===== config.mk =====
export PLATFORM = sky130hd
export DESIGN_NAME = cpu_run_monitor
export DESIGN_NICKNAME = d
export VERILOG_FILES = /design/src/rtl/cpu_run_monitor.sv
export SDC_FILE = /design/constraint.sdc
export NUM_CORES = 1
export LEC_CHECK = 0
export ABC_AREA = 1
export CAP_MARGIN = 20
export CORE_AREA = 2 2 93 95
export DETAILED_ROUTE_END_ITERATION = 7
export DIE_AREA = 0 0 95 97
export PLACE_DENSITY = 0.84
export SYNTH_ARGS = -nofsm -noshare
export SYNTH_HDL_FRONTEND = slang
export SYNTH_SLANG_ARGS = --single-unit
export TNS_END_PERCENT = 50

===== constraint.sdc =====
create_clock -name clk -period 2.2 [get_ports clk]
set_input_delay 0.44 -clock clk [delete_from_list [all_inputs] [get_ports clk]]
set_output_delay 0.44 -clock clk [all_outputs]
set_load 0.02 [all_outputs]

===== src/rtl/cpu_run_monitor.sv =====
// Run monitor for a small pipelined CPU: counts cycles, taken branches and
// decode stalls during a run, detects program end or timeout, then drains.
module cpu_run_monitor #(
    parameter int              XLEN           = 32,
    parameter int              PC_BITS        = 5,
    parameter int              END_PC         = 22,
    parameter logic [XLEN-1:0] NOP_INST       = {XLEN{1'b0}},
    parameter int              DRAIN_CYCLES   = 5,
    parameter int              TIMEOUT_CYCLES = 2000,
    parameter int              CNT_BITS       = 16
) (
    input  logic                clk,
    input  logic                rst,
    input  logic                start,
    input  logic [PC_BITS-1:0]  f_pc,
    input  logic [XLEN-1:0]     f_inst,
    input  logic                ex_taken,
    input  logic                stall_d,
    output logic [2:0]          state,
    output logic                done,
    output logic                timeout,
    output logic [CNT_BITS-1:0] cycle_cnt,
    output logic [CNT_BITS-1:0] taken_cnt,
    output logic [CNT_BITS-1:0] stall_cnt,
    output logic [PC_BITS-1:0]  end_pc
);

    typedef enum logic [2:0] {
        S_IDLE    = 3'd0,
        S_RUN     = 3'd1,
        S_DRAIN   = 3'd2,
        S_DONE    = 3'd3,
        S_TIMEOUT = 3'd4
    } state_t;

    localparam int DW = (DRAIN_CYCLES > 1) ? $clog2(DRAIN_CYCLES) : 1;
    localparam logic [DW-1:0] DRAIN_LOAD = DW'((DRAIN_CYCLES > 0) ? DRAIN_CYCLES - 1 : 0);
    // A limit the saturating counter can never exceed disables the timeout.
    localparam bit TO_REACH = (TIMEOUT_CYCLES < ((1 << CNT_BITS) - 1));
    localparam logic [CNT_BITS-1:0] TO_LIM = CNT_BITS'(TIMEOUT_CYCLES);
    localparam logic [PC_BITS-1:0]  END_PC_V = PC_BITS'(END_PC);

    state_t              state_q, state_d;
    logic                done_q, done_d;
    logic                timeout_q, timeout_d;
    logic [CNT_BITS-1:0] cycle_q, cycle_d;
    logic [CNT_BITS-1:0] taken_q, taken_d;
    logic [CNT_BITS-1:0] stall_q, stall_d_nxt;
    logic [PC_BITS-1:0]  end_pc_q, end_pc_d;
    logic [DW-1:0]       drain_q, drain_d;

    logic                end_hit;
    logic                to_hit;
    logic [CNT_BITS-1:0] run_cyc;

    function automatic logic [CNT_BITS-1:0] sat_inc(input logic [CNT_BITS-1:0] v);
        return (&v) ? v : v + 1'b1;
    endfunction

    always_comb begin
        state_d     = state_q;
        cycle_d     = cycle_q;
        taken_d     = taken_q;
        stall_d_nxt = stall_q;
        end_pc_d    = end_pc_q;
        drain_d     = drain_q;

        end_hit = (f_pc >= END_PC_V) && (f_inst == NOP_INST);
        run_cyc = sat_inc(cycle_q);
        to_hit  = TO_REACH && (run_cyc > TO_LIM);

        case (state_q)
            S_IDLE, S_DONE, S_TIMEOUT: begin
                if (start) begin
                    state_d     = S_RUN;
                    cycle_d     = '0;
                    taken_d     = '0;
                    stall_d_nxt = '0;
                    end_pc_d    = '0;
                    drain_d     = '0;
                end
            end
            S_RUN: begin
                cycle_d = run_cyc;
                if (ex_taken) taken_d = sat_inc(taken_q);
                if (stall_d)  stall_d_nxt = sat_inc(stall_q);
                // End detection wins over a timeout landing on the same cycle.
                if (end_hit) begin
                    end_pc_d = f_pc;
                    if (DRAIN_CYCLES == 0) begin
                        state_d = S_DONE;
                    end else begin
                        state_d = S_DRAIN;
                        drain_d = DRAIN_LOAD;
                    end
                end else if (to_hit) begin
                    state_d = S_TIMEOUT;
                end
            end
            S_DRAIN: begin
                if (drain_q == '0) state_d = S_DONE;
                else               drain_d = drain_q - 1'b1;
            end
            default: state_d = S_IDLE;
        endcase

        done_d    = (state_d == S_DONE);
        timeout_d = (state_d == S_TIMEOUT);
    end

    always_ff @(posedge clk or negedge rst) begin
        if (!rst) begin
            state_q   <= S_IDLE;
            done_q    <= 1'b0;
            timeout_q <= 1'b0;
            cycle_q   <= '0;
            taken_q   <= '0;
            stall_q   <= '0;
            end_pc_q  <= '0;
            drain_q   <= '0;
        end else begin
            state_q   <= state_d;
            done_q    <= done_d;
            timeout_q <= timeout_d;
            cycle_q   <= cycle_d;
            taken_q   <= taken_d;
            stall_q   <= stall_d_nxt;
            end_pc_q  <= end_pc_d;
            drain_q   <= drain_d;
        end
    end

    assign state     = state_q;
    assign done      = done_q;
    assign timeout   = timeout_q;
    assign cycle_cnt = cycle_q;
    assign taken_cnt = taken_q;
    assign stall_cnt = stall_q;
    assign end_pc    = end_pc_q;

endmodule


Yosys cells after proc, flatten, opt, wreduce, memory -nomap -nowiden
Cells that the tools add are included.
- logic and storage cells: 63
- bits in registers: 61
- output and inout bits: 58
- bits of input ports: 42
- multiplexer cells: 21
- order comparisons: 2
- $add $sub $neg: 4
- eq/ne operators: 13
- reductions and logical operators: 15
- operators with widths (operator ; number):
    $mux W16 ; 6
    $pmux W16 S2 ; 3
    $add A16 B1 Y16 const B ; 3
    $reduce_and A16 Y1 ; 3
    $logic_not A32 Y1 ; 1
    $mux W3 ; 7
    $pmux W3 S3 ; 2
    $gt A16 B11 Y1 const B ; 1
    $ne A2 B2 Y1 const B ; 7
    $reduce_and A4 Y1 ; 3
    $mux W5 ; 2
    $pmux W5 S2 ; 1
    $eq A3 B2 Y1 const B ; 3
    $eq A3 B3 Y1 const B ; 2
    $logic_not A3 Y1 ; 2
    $ge A5 B5 Y1 const B ; 1
    $eq A3 B1 Y1 const B ; 1
    $reduce_and A3 Y1 ; 1
    $reduce_bool A3 Y1 ; 1
    $reduce_or A3 Y1 ; 1
    $sub A3 B1 Y3 const B ; 1
    $reduce_and A2 Y1 ; 1
    $reduce_bool A2 Y1 ; 1
    $logic_and A1 B1 Y1 ; 1

Longest topological paths before layout
- depth in word-level cells: 7
- mapped depth: 15
- mapped depth without buffers: 15

Worst setup path after synthesis
Ideal clock, no wire load.
- path type: register -> register
- from: register cycle_q[1] (netlist: cycle_cnt[1])
- to: register state_q[2] (netlist: state[2])
- required time: 2.082 ns
- library setup time: 0.118 ns
- arrival time: 1.791 ns
- period minus slack after synthesis: 1.909 ns
- stages on the path, launching flop included: 15
- path slack: 0.291 ns
- path buffers: 0
- cell sequence: dfrtp_1 -> ha_1 -> inv_2 -> nor2_4 -> nand2_4 -> nor2_4 -> nand2_2 -> nand2_1 -> nand3_2 -> nor2_1 -> nand2_1 -> nor2_2 -> nand2_1 -> nand2_1 -> nand2_1
- longest elaborated chain between the ends: 6
- elaborated cells on any way between the ends: 7
- those cells by class: add/sub (1); order compare (1); mux (4); reduce/logical (1)
- RTL lines (element ; line ; text):
    start, declared ; 46 ; logic [CNT_BITS-1:0] cycle_q, cycle_d;
    start signal, assigned ; 125 ; cycle_q <= cycle_d;
    $add A16 B1 Y16 or $reduce_and A16 Y1 (tied branches) ; 57 ; return (&v) ? v : v + 1'b1;
    $mux W16 (*) ; 57 ;
    $gt A16 B11 Y1 (*) ; 70 ; to_hit = TO_REACH && (run_cyc > TO_LIM);
    $mux W3 (*) ; 96 ; end else if (to_hit) begin
    $mux W3 (*) ; 88 ; if (end_hit) begin
    $pmux W3 S3 (*) ; 72 ; case (state_q)
    net state_d[2] ; 43 ; state_t state_q, state_d;
    end signal, assigned ; 122 ; state_q <= state_d;
    end, declared ; 43 ;
The timed path passes the listed nets; every way through them passes the cells marked *.
A chain may end at the register's enable or synchronous reset.

Worst setup path after layout
- from: register cycle_q[0] (netlist: cycle_cnt[0])
- to: register state_q[0] (netlist: state[0])
The elaborated chain is that of the path after synthesis.

==> flow_summary.toml <==
[floorplanning]
rows = 33
io_pins = 100
core-area_um2 = 8130
die-area_um2 = 9220
die_y_um = 97
die_width_um = 95
start_util_pct = 44.1

[synth]
synth_ff_type = "dfrtp_1"
netlist_instances = 490
synthArstFlopShare_pct = 100
ys_ff_latch = 61
ys_warn_count = 0
synth_area_per_cell_um2 = 7.32
synth.yosys.seq_area_share_pct = 42.6
ys_types = 40
syn_area_um2 = 3590
synth_edf_count = 0
synth_fp_nets = 537

[power]
power.share.clock_pct = 22.3
p_leak_nw = 2.17
p_sw_mw = 1.89
power_frac_seq_pct = 34.3
p_int_mw = 2.75
power_density_nw_per_um2 = 929
p_sw_share_pct = 40.8
peakVddDrop_uv = 483
comb_power_share_pct = 43.4

[clock_tree]
cts_htree_levels = 3
path_clk_slew_ns = 0.07
cts.sinks = 61
clock_path_buffers = 2
cts_tree = "built"
cts_setup_buffers = 0
cts_root_buf = "clkbuf_8"
cts_buffers = 9
insertion_delay_ns = 0.33
ctsHoldBuffers = 0

[global_route]
grt_max_degree = 62
track_usage_pct = 22.6
grt_pass1_wl_um = 16700
antenna_found_initial = 0
grt_overflow_total = 0
first_global_vias = 3663

[detailed_routing]
wl_per_cell_um = 13.9
routed_wl_um = 9930
drc = 0
firstDrtPassIters = 5
drt_iter0_drc = 218
ant_nets = 0
vias_per_cell = 5.33
via_count = 3813

[worst_setup_path]
cp_max_fo = 5
endpoint_kind = "flop"
critPathKind = "reg -> reg"
required_ns = 2.41
crit_path_start_kind = "flop"
arrival_ns = 2.20

[flow_run]
max-cap-violations = 0

[run_status]
status = "finished clean"

[sta]
hold_viol = 0
finalCriticalPeriod_ns = 1.99
skew_ns = 0.00495
finalSetupViolations = 0
finalSetupTns_ns = 0
finalWorstSetupSlack_ns = 0.206
rsz0062_at_grt = "false"
max_slew_margin_pct = 61.1
timing.final.crit_share_pct = 90.6
tightestPinTransition_ns = 0.577
fmax_mhz = 502
hold_ws_ns = 0.102
slew_viol_final = 0

[cells_and_area]
fillers = 731
num-nets-final = 652
antennaDiodeCount = 0
drive_above_1_share_pct = 9.02
area_growth_pct = 39.3
design_area_um2 = 5000
final_util_pct = 61.4

[min_path]
worstHoldPathType = "in -> async"

[place]
placed_area_um2 = 4780
hpwl_um = 7640
routabilityCongestion = 0.899
place_ws_ns = 0.0681
portBuffers = 99
-- cells in the final DEF, fill, tap and decap left out, types with 11 or more instances in the layout --
cell type,n
nand2_1,127
clkdlybuf4s50_1,98
dfrtp_1,61
nor2_1,59
inv_1,51
nand3_1,41
o21ai_0,31
a21oi_1,17
nor3_1,13
nand4_1,12
clkbuf_8,12
buf_4,11
-- power groups by stage --
stage                     combinational, mW  sequential, mW  clock (mW)
final                                  2.02            1.59        1.04
after floorplan                       0.916            1.78           0
after detailed placement               1.99            1.60           0
after global routing                   2.22            1.62        1.11
after CTS                              2.00            1.59        1.06
after global placement                 1.95            1.59           0
-- metrics by stage --
step / power, mW / std cells
after CTS: 4.64 / 715
final: 4.64 / 715
after global routing: 4.95 / 715
after global placement: 3.54 / 699
after floorplan: 2.70 / 490
after detailed placement: 3.59 / 699
-- flip-flops by register name (all words and copies together), names as in the netlist --
name,flops
cycle_cnt,16
stall_cnt,16
taken_cnt,16
end_pc,5
drain_q,3
state,3
done,1
timeout,1
-- final timing paths --
| kind | from | to | cells past startpoint | slack (ns) |
|---|---|---|---|---|
| min in group clk | drain_q[1]$_DFFE_PN0P_ | drain_q[1]$_DFFE_PN0P_ | 2 | 0.50 |
| min reg2reg | drain_q[1]$_DFFE_PN0P_ | drain_q[1]$_DFFE_PN0P_ | 2 | 0.50 |
| max in group asynchronous | rst | cycle_cnt[1]$_DFFE_PN0P_ | 2 | 1.82 |
| max reg2reg | cycle_cnt[0]$_DFFE_PN0P_ | state[0]$_DFF_PN0_ | 14 | 0.21 |
| min | rst | cycle_cnt[15]$_DFFE_PN0P_ | 2 | 0.10 |
| max | cycle_cnt[0]$_DFFE_PN0P_ | state[0]$_DFF_PN0_ | 14 | 0.21 |
-- logic make-up (layout without fill, tap and decap cells) --
logic type / count (synthesis) / after routing / share of synthesized area (%)
DFF: 61 / 61 / 42.6
buffers and inverters: 64 / 184 / 6.87
and+or+nand+nor: 282 / 282 / 35.5
adders and majority gates: 5 / 5 / 1.74
xor gates and xnor gates: 9 / 9 / 2.41
AOI/OAI and AO/OA: 69 / 69 / 10.9
-- layout make-up --
cell class,instances,area (um2),area share [%]
Clock inverter,3,42.5,0.851
Timing Repair Buffer,111,1090,21.8
Sequential cell,61,1530,30.6
Multi-Input combinational cell,365,1820,36.4
Inverter,57,219,4.38
Clock buffer,13,169,3.38
Tap cell,105,131,2.63
-- synthesized netlist by cell type, drive strengths merged (3+ instances only) --
| master | instances | area share (%) |
|---|---|---|
| nand4 | 12 | 2.1 |
| buf | 3 | 0.45 |
| ha | 5 | 1.7 |
| o31ai | 4 | 0.84 |
| nor2 | 67 | 8.3 |
| and3 | 3 | 0.52 |
| inv | 55 | 5.8 |
| nand3 | 44 | 6.6 |
| xor2 | 9 | 2.4 |
| o21a | 4 | 0.84 |
| dfrtp | 61 | 43 |
| o21ai | 35 | 5.0 |
| o22ai | 3 | 0.52 |
| nand2 | 132 | 14 |
| a21oi | 18 | 2.6 |
| clkbuf | 4 | 0.42 |
| nor3 | 14 | 2.0 |
| nor4 | 5 | 0.87 |
-- repair_timing --
| item | in CTS | in global routing |
|---|---|---|
| endpoints found under the hold margin | 0 | 0 |
| endpoints found under the setup margin | 0 | 4 |
| resized for setup | 0 | 2 |
-- metal layers --
metal  global-route usage [%]  wire length, um  vias up
met2                     37.8             5020      154
met4                     6.47              114        0
met5                        0                0        -
li1                         -                -     1844
met1                     29.5             4120     1804
met3                     4.75              679       11
-- worst max-delay path, stage by stage (launching register included) --
cell	delay, ns
dfrtp_1	0.42
ha_1	0.23
inv_2	0.06
nor2_4	0.18
nand2_4	0.10
nor2_4	0.15
nand2_1	0.14
nand2_1	0.09
nand2_1	0.07
nand3_1	0.07
nand2_1	0.05
nand2_1	0.05
nand2_1	0.09
nand3_2	0.10
nand2_1	0.07
Power figures use the tool's default switching activity.
